$ cat config.mk
export PLATFORM = sky130hd
export DESIGN_NAME = buffer_readout
export DESIGN_NICKNAME = d
export VERILOG_FILES = /design/src/rtl/buffer_readout.sv
export SDC_FILE = /design/constraint.sdc
export NUM_CORES = 1
export LEC_CHECK = 0
export BUFFER_PORTS_ARGS = -buffer_cell sky130_fd_sc_hd__buf_2
export CAP_MARGIN = 20
export CORE_ASPECT_RATIO = 1.25
export CORE_MARGIN = 10
export CORE_UTILIZATION = 35
export DETAILED_ROUTE_END_ITERATION = 8
export SKIP_CTS_REPAIR_TIMING = 1
export SYNTH_ARGS = -nofsm -noshare
export SYNTH_HDL_FRONTEND = slang
export SYNTH_SLANG_ARGS = --single-unit
$ cat constraint.sdc
create_clock -name clk -period 4 [get_ports clk]
set_clock_uncertainty 0.1 [all_clocks]
set_input_delay 0.2 -clock clk [delete_from_list [all_inputs] [get_ports clk]]
set_output_delay 0.2 -clock clk [all_outputs]
set_load 0.01 [all_outputs]
$ cat src/rtl/buffer_readout.sv
// Event readout from the circular sample buffer: reads N_SAMPLES consecutive addresses
// starting PRE_SAMPLES before the L0 address and streams them out through a 2-entry FIFO.
module buffer_readout #(
  parameter int PRE_SAMPLES = 8,
  parameter int N_SAMPLES   = 128
) (
  input  logic        clk,
  input  logic        reset,
  input  logic        start,
  input  logic [7:0]  address_L0,
  output logic [7:0]  rd_addr,
  output logic        rd_en,
  input  logic [11:0] rd_data,
  output logic [11:0] dout,
  output logic        dout_valid,
  input  logic        dout_ready,
  output logic        busy,
  output logic        readout_end
);

  localparam logic [7:0] PRE_OFS = 8'(PRE_SAMPLES);
  localparam logic [8:0] N_LOAD  = 9'(N_SAMPLES);

  typedef enum logic [2:0] {IDLE, SETUP, READ, DRAIN, DONE} state_t;

  state_t            state, state_nxt;
  logic [7:0]        base;
  logic [8:0]        remaining;
  logic [1:0]        occ;
  logic              infl;
  logic [1:0][11:0]  fifo_mem;
  logic              wr_ptr, rd_ptr;
  logic              push, pop;
  logic [2:0]        committed;

  assign push        = infl;
  assign pop         = dout_valid & dout_ready;
  assign dout_valid  = (occ != 2'd0);
  assign dout        = fifo_mem[rd_ptr];
  assign busy        = (state != IDLE);
  assign readout_end = (state == DONE);

  // Slots already spoken for next cycle; a read is only issued if one stays free,
  // so the FIFO can never overflow when the in-flight datum lands.
  assign committed = {1'b0, occ} + {2'b0, infl} - {2'b0, pop};

  always_comb begin
    state_nxt = state;
    rd_en     = 1'b0;
    case (state)
      IDLE:  if (start) state_nxt = SETUP;
      SETUP: state_nxt = READ;
      READ: begin
        if (remaining != 9'd0 && committed < 3'd2) rd_en = 1'b1;
        if (remaining == 9'd0 || (rd_en && remaining == 9'd1)) state_nxt = DRAIN;
      end
      DRAIN: if (occ == 2'd0 && !infl) state_nxt = DONE;
      DONE:  state_nxt = IDLE;
      default: state_nxt = IDLE;
    endcase
  end

  always_ff @(posedge clk or negedge reset) begin
    if (!reset) begin
      state     <= IDLE;
      base      <= '0;
      remaining <= '0;
      rd_addr   <= '0;
      infl      <= 1'b0;
      occ       <= '0;
      fifo_mem  <= '0;
      wr_ptr    <= 1'b0;
      rd_ptr    <= 1'b0;
    end else begin
      state <= state_nxt;
      infl  <= rd_en;
      if (state == IDLE && start) begin
        base      <= address_L0 - PRE_OFS;
        remaining <= N_LOAD;
      end
      if (state == SETUP) rd_addr <= base;
      if (rd_en) begin
        rd_addr   <= rd_addr + 8'd1;
        remaining <= remaining - 9'd1;
      end
      if (push) begin
        fifo_mem[wr_ptr] <= rd_data;
        wr_ptr           <= ~wr_ptr;
      end
      if (pop) rd_ptr <= ~rd_ptr;
      occ <= occ + {1'b0, push} - {1'b0, pop};
    end
  end

endmodule

# Word level (Yosys, flattened, before mapping)
# Index checks and enable logic that the tools add are counted.
word_totals:
  register_bits: 57
  input_bits: 24
  out_inout_bits: 24
  elab_cells: 64
op_classes:
  add_sub_neg: 7
  n_lt_le_gt_ge: 4
  n_eq_ne: 8
  n_mux: 16
  bitwise: 3
  reduce_logical: 16
ops:
  columns: ["operator", "n"]
  rows:
  - ["$mux 12", 3]
  - ["$bwmux 24", 1]
  - ["$mux 9", 2]
  - ["$mux 8", 2]
  - ["$demux 12 s1", 1]
  - ["$pmux 3 s4", 1]
  - ["$eq 9x1->1 const B", 1]
  - ["$logic_not 9->1", 1]
  - ["$mux 3", 3]
  - ["$reduce_bool 9->1", 1]
  - ["$sub 9x1->9 const B", 1]
  - ["$add 8x1->8 const B", 1]
  - ["$sub 8x4->8 const B", 1]
  - ["$eq 3x2->1 const B", 2]
  - ["$ne 2x2->1 const B", 3]
  - ["$reduce_bool 2->1", 3]
  - ["$logic_and 1x1->1", 5]
  - ["$lt 1x2->1 const B", 2]
  - ["$add 2x1->3", 1]
  - ["$eq 3x1->1 const B", 1]
  - ["$eq 3x3->1 const B", 1]
  - ["$logic_not 3->1", 1]
  - ["$lt 3x2->1 const B", 1]
  - ["$mux 1", 3]
  - ["other kinds (11)", 12]

# Longest topological paths before layout
# Gate-level depths: netlist of run 1.
logic_depth:
  ltp_word: 11
  ltp_mapped: 13

# Worst setup path after synthesis of run 1
# No wires, ideal clock.
synth_timing:
  path_type: "register to register"
  start: "register occ[1]"
  end: "register rd_addr[1]"
  setup_time_ns: 0.126
  arrival_ns: 2.746
  required_time_ns: 3.774
  path_slack_ns: 1.028
  stages_incl_launch_ff: 14
  n_path_buf: 1
  period_less_slack_ns: 2.972
  path_cell_list: "dfrtp_1 -> or2_2 -> and2_1 -> ha_1 -> inv_1 -> ha_1 -> inv_1 -> fa_1 -> xnor2_1 -> and4_1 -> buf_2 -> nand2_2 -> inv_2 -> a221o_1"
synth_between:
  elab_chain_len: 9
synth_rtl:
  columns: ["element", "line", "source"]
  rows:
  - ["start, declared", "29", "logic [1:0] occ;"]
  - ["start signal, assigned", "91", "occ <= occ + {1'b0, push} - {1'b0, pop};"]
  - ["$reduce_bool 2->1 *", "38", "assign dout_valid = (occ != 2'd0);"]
  - ["named net dout_valid", "15", "output logic dout_valid,"]
  - ["$and 1x1->1 *", "37", "assign pop = dout_valid & dout_ready;"]
  - ["named net pop", "33", "logic push, pop;"]
  - ["$sub 3x1->3 *", "45", "assign committed = {1'b0, occ} + {2'b0, infl} - {2'b0, pop};"]
  - ["$lt 3x2->1 *", "54", "if (remaining != 9'd0 && committed < 3'd2) rd_en = 1'b1;"]
  - ["$logic_and 1x1->1 *", "54", null]
  - ["$mux 1 *", "54", null]
  - ["$mux 1 * (2 in a row)", "50", "case (state)"]
  - ["named net rd_en", "12", "output logic rd_en,"]
  - ["$mux 8 or $reduce_bool 2->1 (tied branches)", null, null]
  - ["end signal, assigned", "81", "if (state == SETUP) rd_addr <= base;"]
  - ["end signal, assigned", "83", "rd_addr <= rd_addr + 8'd1;"]
  - ["end, declared", "11", "output logic [7:0] rd_addr,"]
# Mark *: on every way through the listed nets, which the timed path passes. The rest lies on a longest branch. The select of a mux whose other input is x is not followed.
# A chain may end at the register's enable or synchronous reset.

# Final worst setup path of run 1
layout_timing:
  start: "register occ[1]"
  end: "output rd_en"
layout_between:
  elab_chain_len: 8
layout_rtl:
  columns: ["element", "line"]
  rows:
  - ["$reduce_bool 2->1", "38"]
  - ["$and 1x1->1", "37"]
  - ["named net pop", "33"]
  - ["$sub 3x1->3", "45"]
  - ["$lt 3x2->1", "54"]
  - ["$logic_and 1x1->1", "54"]
  - ["$mux 1", "54"]
  - ["$mux 1 (2 in a row)", "50"]
  - ["end, declared", "12"]
# The timed path passes the listed nets, and every way through them passes these cells. The select of a mux whose other input is x is not followed.

==> results.py, run 1 <==
metrics = {
    "global_route": {
        "track_usage_pct": 11.2,
        "grt_pass1_wl_um": 11200,
        "grt_util_met3_pct": 3.51,
        "busiest_layer": "met2",
        "grt_pass1_vias": 2273,
        "grt_antenna_before_repair": 0,
        "grtUsageMet2_pct": 17.8,
        "met1_usage_pct": 13.4,
        "grt.overflow.total": 0,
        "grt_max_degree": 40,
    },
    "sta": {
        "max_freq_mhz": 278,
        "slew_viol_final": 0,
        "holdWs_ns": -0.0166,
        "rsz0062_at_grt": "no",
        "fin_crit_ns": 3.59,
        "min_period_over_period_pct": 89.8,
        "setup_tns_ns": 0,
        "hold_viol": 1,
        "setup_viol": 0,
        "max_slew_margin_pct": 50.8,
        "tightest_slew_ns": 0.735,
    },
    "synthesis": {
        "yosysTopAreaCell": "dfrtp_1",
        "synth_fp_nets": 290,
        "synth_async_sr_flop_share_pct": 100,
        "yosysSeqAreaShare_pct": 49.1,
        "synth_top_area_share_pct": 49.1,
        "synth_area_per_cell_um2": 11.3,
        "yosys_most_used_dff": "dfrtp_1",
        "netlist_instances": 258,
        "yosys_warnings": 0,
        "yosys-top-cells-area": "dfrtp_1 49%, mux2_2 14%, nand2_1 3.1%, ha_1 3.0%, nand4_1 2.6%",
        "synth_edf_count": 0,
        "synth_cell_types": 53,
        "ys_ff_latch": 57,
        "syn_area_um2": 2910,
    },
    "route": {
        "drtAntennaViolNets": 0,
        "drt-initial-drc-count": 152,
        "wirelength_um": 6660,
        "num_vias": 2215,
        "wire_per_inst_um": 16.1,
        "drtPass1Iterations": 4,
        "drc": 0,
        "viasPerCell": 5.35,
    },
    "cells_and_area": {
        "drive_above_1_share_pct": 36.6,
        "stdcell_count": 414,
        "area_growth_pct": 20.6,
        "n_antenna_cell": 0,
        "fill_cells": 793,
        "fin_nets": 344,
    },
    "run": {
        "max_cap_viol_count": 0,
    },
    "run_status": {
        "violations": "hold timing",
        "outcome": "finished, violations left",
    },
    "pwr": {
        "p_leak_uw": 0.00156,
        "power_density_nw_per_um2": 842,
        "ir_drop_mv": 0.357,
    },
    "worst_setup_path": {
        "path_cells": "or2_2 -> and2_1 -> ha_1 -> inv_1 -> ha_1 -> inv_1 -> fa_1 -> xnor2_1 -> and4_1 -> nand2_2 -> inv_2 -> buf_2",
        "critPathMaxStageDelay_ns": 0.44,
        "required_ns": 3.70,
        "setup.worst_path.end_class": "primary output",
        "cpMaxStageDelayCell": "and4_1",
        "cp.buffers_inverters": 4,
        "path_class": "reg -> out",
        "crit_fanout": 8,
        "critPathLaunchType": "flop",
        "crit_family": "simple AND/OR/NAND/NOR gates",
        "worstPathArrival_ns": 3.29,
    },
    "cts": {
        "cts_tree": "yes",
        "cts_buffers": 9,
        "clk_pin_slew_ns": 0.07,
        "clk_latency_ns": 0.34,
        "cts_root_buf": "clkbuf_8",
        "clockBufferDepth": 2,
        "htreeDepth": 3,
        "numClockSinks": 57,
    },
    "floorplan": {
        "die_h_um": 122,
        "dieArea_um2": 12400,
        "dieWidth_um": 101,
        "initial_core_util_pct": 35.7,
        "ios": 48,
        "core_area_um2": 8150,
        "rows": 37,
    },
    "placement": {
        "gp_congestion": 0.782,
        "io_buffers": 47,
        "placed_cells": 393,
        "hpwl_um": 4710,
    },
    "min_path": {
        "hp-class": "in -> reg",
    },
}
[per-stage QoR]
stage	power (uW)	setup slack (ns)	util, %	cell area (um^2)
4_1_cts	2980	0.412	42.4	3450
5_1_grt	3190	0.259	43.0	3500
6_report	2950	0.408	43.0	3500
3_5_place_dp	2350	0.787	39.6	3220
2_1_floorplan	1960	1.03	-	2910
3_3_place_gp	2320	0.882	39.6	3220
[cell usage in the layout (no fill, tap or decap), types with 5 or more instances in the layout]
cell and n:
and2_1 5, nor2_1 10, dfrtp_1 57, o21ai_0 5
nand3_1 8, nand4_1 12, ha_1 7, mux2_2 36
clkbuf_8 11, o211ai_1 7, inv_1 10, a21oi_1 5
nand2_1 24, buf_2 47
[power by group]
part	switching (uW)	leakage, uW	total (uW)	internal (uW)
combinational	641	0.000753	1240	604
sequential	246	0.000693	1090	848
clock	230	0.000115	612	382
[cell families (layout without fill, tap and decap cells)]
| logic type | Yosys count | after routing | share of synthesized area [%] |
|---|---|---|---|
| flip-flops | 57 | 57 | 49.1 |
| XOR/XNOR | 7 | 7 | 2.11 |
| AO/OA/AOI/OAI | 35 | 35 | 8.57 |
| buffers and inverters | 23 | 82 | 3.53 |
| adder cells (fa/ha/maj) | 8 | 8 | 3.70 |
| multiplexers | 38 | 38 | 14.6 |
| AND/OR/NAND/NOR | 90 | 90 | 18.3 |
[synthesized netlist by cell type, drive strengths merged, types with 4 or more instances]
cell / number
nor3: 5
o21ai: 7
a221o: 4
nand3: 9
buf: 9
nand2: 25
inv: 11
or4: 4
dfrtp: 57
a21oi: 5
o211ai: 7
nor2: 11
nand4: 12
xor2: 4
ha: 7
mux2: 36
and2: 5
[path summary, 6_finish.rpt]
kind,slack [ns],end,depth (start not counted),from
setup / recovery,0.41,rd_en,12,occ[1]$_DFF_PN0_
min in group asynchronous,0.24,fifo_mem[11]$_DFFE_PN0P_,2,reset
hold reg to reg,0.38,base[0]$_DFFE_PN0P_,2,base[0]$_DFFE_PN0P_
hold / removal,-0.02,base[3]$_DFFE_PN0P_,2,address_L0[3]
max in group asynchronous,2.68,infl$_DFF_PN0_,3,reset
setup reg to reg,0.75,remaining[2]$_DFFE_PN0P_,11,occ[1]$_DFF_PN0_
[sequential cells by signal (all words and copies together), names as in the netlist]
register and count:
occ 2, state 3, rd_addr 8, infl 1, wr_ptr 1, rd_ptr 1
fifo_mem 24, remaining 9, base 8
[cell type report]
type,instances,area [um^2],area share [%]
timing repair buffer,55,309,8.82
multi-input combinational,178,1380,39.3
clock buffer,11,151,4.32
clock inverter,5,77.6,2.21
inverter,11,41.3,1.18
sequential,57,1430,40.7
tap,97,121,3.46
[metal layers]
metal / wire length [um] / vias to the layer above
met5: 0 / -
met4: 132 / 0
met3: 514 / 12
met2: 3100 / 58
met1: 2920 / 1085
li1: - / 1060
Note: power is estimated with default switching activity, not from simulation.
==> inputs of run 2 (changes only) <==
Settings changed: REMOVE_ABC_BUFFERS from default to 1.
==> run 2 against run 1 <==
Effect of this change: the flow still finishes with violations (hold timing); clock-buffer cell count up 2; register-to-register slack worse by 0.05 ns; non-clock buffer count up 1; first-iteration DRC count down 8.6%; flip-flop and latch count unchanged; core utilization down 0.11 points; critical path depth unchanged; critical path type unchanged; largest cell class unchanged.
==> results.py, run 2 (synthesis gave the netlist of run 1 again) <==
metrics = {
    "run_status": {
        "outcome": "finished, violations left",
        "violations": "hold timing",
    },
    "floorplan": {
        "ios": 48,
        "rows": 37,
        "core_area_um2": 8150,
        "die_h_um": 122,
        "dieArea_um2": 12400,
        "initial_core_util_pct": 35.7,
        "dieWidth_um": 101,
    },
    "global_route": {
        "grt_max_degree": 58,
        "track_usage_pct": 10.7,
        "grt_pass1_vias": 2327,
        "grt_pass1_wl_um": 10800,
        "grt.overflow.total": 0,
        "grt_antenna_before_repair": 0,
    },
    "worst_setup_path": {
        "path_cells": "or2_2 -> and2_1 -> ha_1 -> inv_1 -> ha_1 -> inv_1 -> fa_1 -> xnor2_1 -> and4_1 -> nand2_2 -> inv_2 -> buf_2",
        "critPathMaxStageDelay_ns": 0.43,
        "startpoint": "occ[1]$_DFF_PN0_",
        "worstPathArrival_ns": 3.25,
        "rr_startpoint": "occ[1]$_DFF_PN0_",
        "critPathLaunchType": "flop",
        "path_class": "reg -> out",
        "crit_family": "simple AND/OR/NAND/NOR gates",
        "cp.buffers_inverters": 4,
        "setup.worst_path.end_class": "primary output",
        "required_ns": 3.70,
        "cpMaxStageDelayCell": "dfrtp_1",
        "crit_fanout": 7,
    },
    "cts": {
        "numClockSinks": 57,
        "clk_latency_ns": 0.33,
        "cts_root_buf": "clkbuf_8",
        "clk_pin_slew_ns": 0.07,
        "cts_buffers": 9,
        "htreeDepth": 3,
        "cts_tree": "yes",
        "clockBufferDepth": 2,
    },
    "sta": {
        "fin_crit_ns": 3.55,
        "slew_viol_final": 0,
        "setup_tns_ns": 0,
        "tightest_slew_ns": 0.721,
        "setup_ws_ns": 0.454,
        "rsz0062_at_grt": "no",
        "max_slew_margin_pct": 51.9,
        "setup_viol": 0,
        "max_freq_mhz": 282,
        "hold_viol": 1,
        "min_period_over_period_pct": 88.7,
        "holdWs_ns": -0.00902,
    },
    "cells_and_area": {
        "utilization_pct": 42.9,
        "top_regs": "fifo_mem: 24 flops, remaining: 9 flops",
        "fill_cells": 773,
        "stdcell_count": 414,
        "drive_above_1_share_pct": 36.3,
        "layout_common_cells": "57 x dfrtp_1, 47 x buf_2, 36 x mux2_2, 24 x nand2_1, 13 x clkbuf_8",
        "regArea_um2": 1430,
        "n_antenna_cell": 0,
        "fin_nets": 345,
        "layout_commonest_cell": "dfrtp_1",
        "multiInputGateArea_um2": 1380,
        "max_flop_register": "fifo_mem",
        "largest_reg_flops": 24,
        "area_growth_pct": 20.3,
    },
    "placement": {
        "placed_cells": 393,
        "gp_congestion": 0.805,
        "hpwl_um": 4460,
        "pre_cts_slack_ns": 0.739,
        "io_buffers": 47,
    },
    "route": {
        "drt-initial-drc-count": 139,
        "wire_per_inst_um": 15.2,
        "drc": 0,
        "num_vias": 2174,
        "viasPerCell": 5.25,
        "wirelength_um": 6290,
        "drtPass1Iterations": 4,
        "drtAntennaViolNets": 0,
    },
    "min_path": {
        "hp-class": "in -> reg",
        "hold_start": "address_L0[3]",
    },
    "run": {
        "max_cap_viol_count": 0,
    },
    "pwr": {
        "ir_drop_mv": 0.416,
        "power_density_nw_per_um2": 831,
        "p_leak_uw": 0.00156,
    },
}
run 2: worst paths after layout:
path	to	slack, ns	cells after the start
worst max register to register	rd_addr[1]$_DFFE_PN0P_	0.70	12
min in group asynchronous	fifo_mem[17]$_DFFE_PN0P_	0.43	3
worst max-delay path	rd_en	0.45	12
worst min register to register	base[2]$_DFFE_PN0P_	0.38	2
max in group asynchronous	base[0]$_DFFE_PN0P_	2.88	3
worst min-delay path	base[3]$_DFFE_PN0P_	-0.009	2
run 2: area by class of cell:
class                   count  share of cell area (%)
well taps                  97                    3.47
inverters                  11                    1.18
clock inverters             2                    1.00
repair buffers             56                    9.02
clock buffers              13                    5.12
flip-flops and latches     57                    40.8
multi-input cells         178                    39.4
run 2: power by group:
part	internal, uW	switching (uW)
clock	351	218
sequential	848	243
combinational	605	640
total	1800	1100
run 2: through the flow:
stage | instance area, um^2 | hold WS (ns) | total power, uW
after floorplan | 2840 | -0.196 | 1920
after detailed placement | 3220 | 0.294 | 2350
after global placement | 3220 | 0.288 | 2310
after global routing | 3490 | 0.000310 | 3150
after CTS | 3440 | -0.0669 | 2930
final | 3490 | -0.00902 | 2900
run 2: layer usage:
metal	wire, um	up-vias	track usage (%)
li1	-	1052	-
met1	2880	1044	12.7
met2	2800	69	16.0
met3	526	9	4.93
met4	93	0	4.97
met5	0	-	0
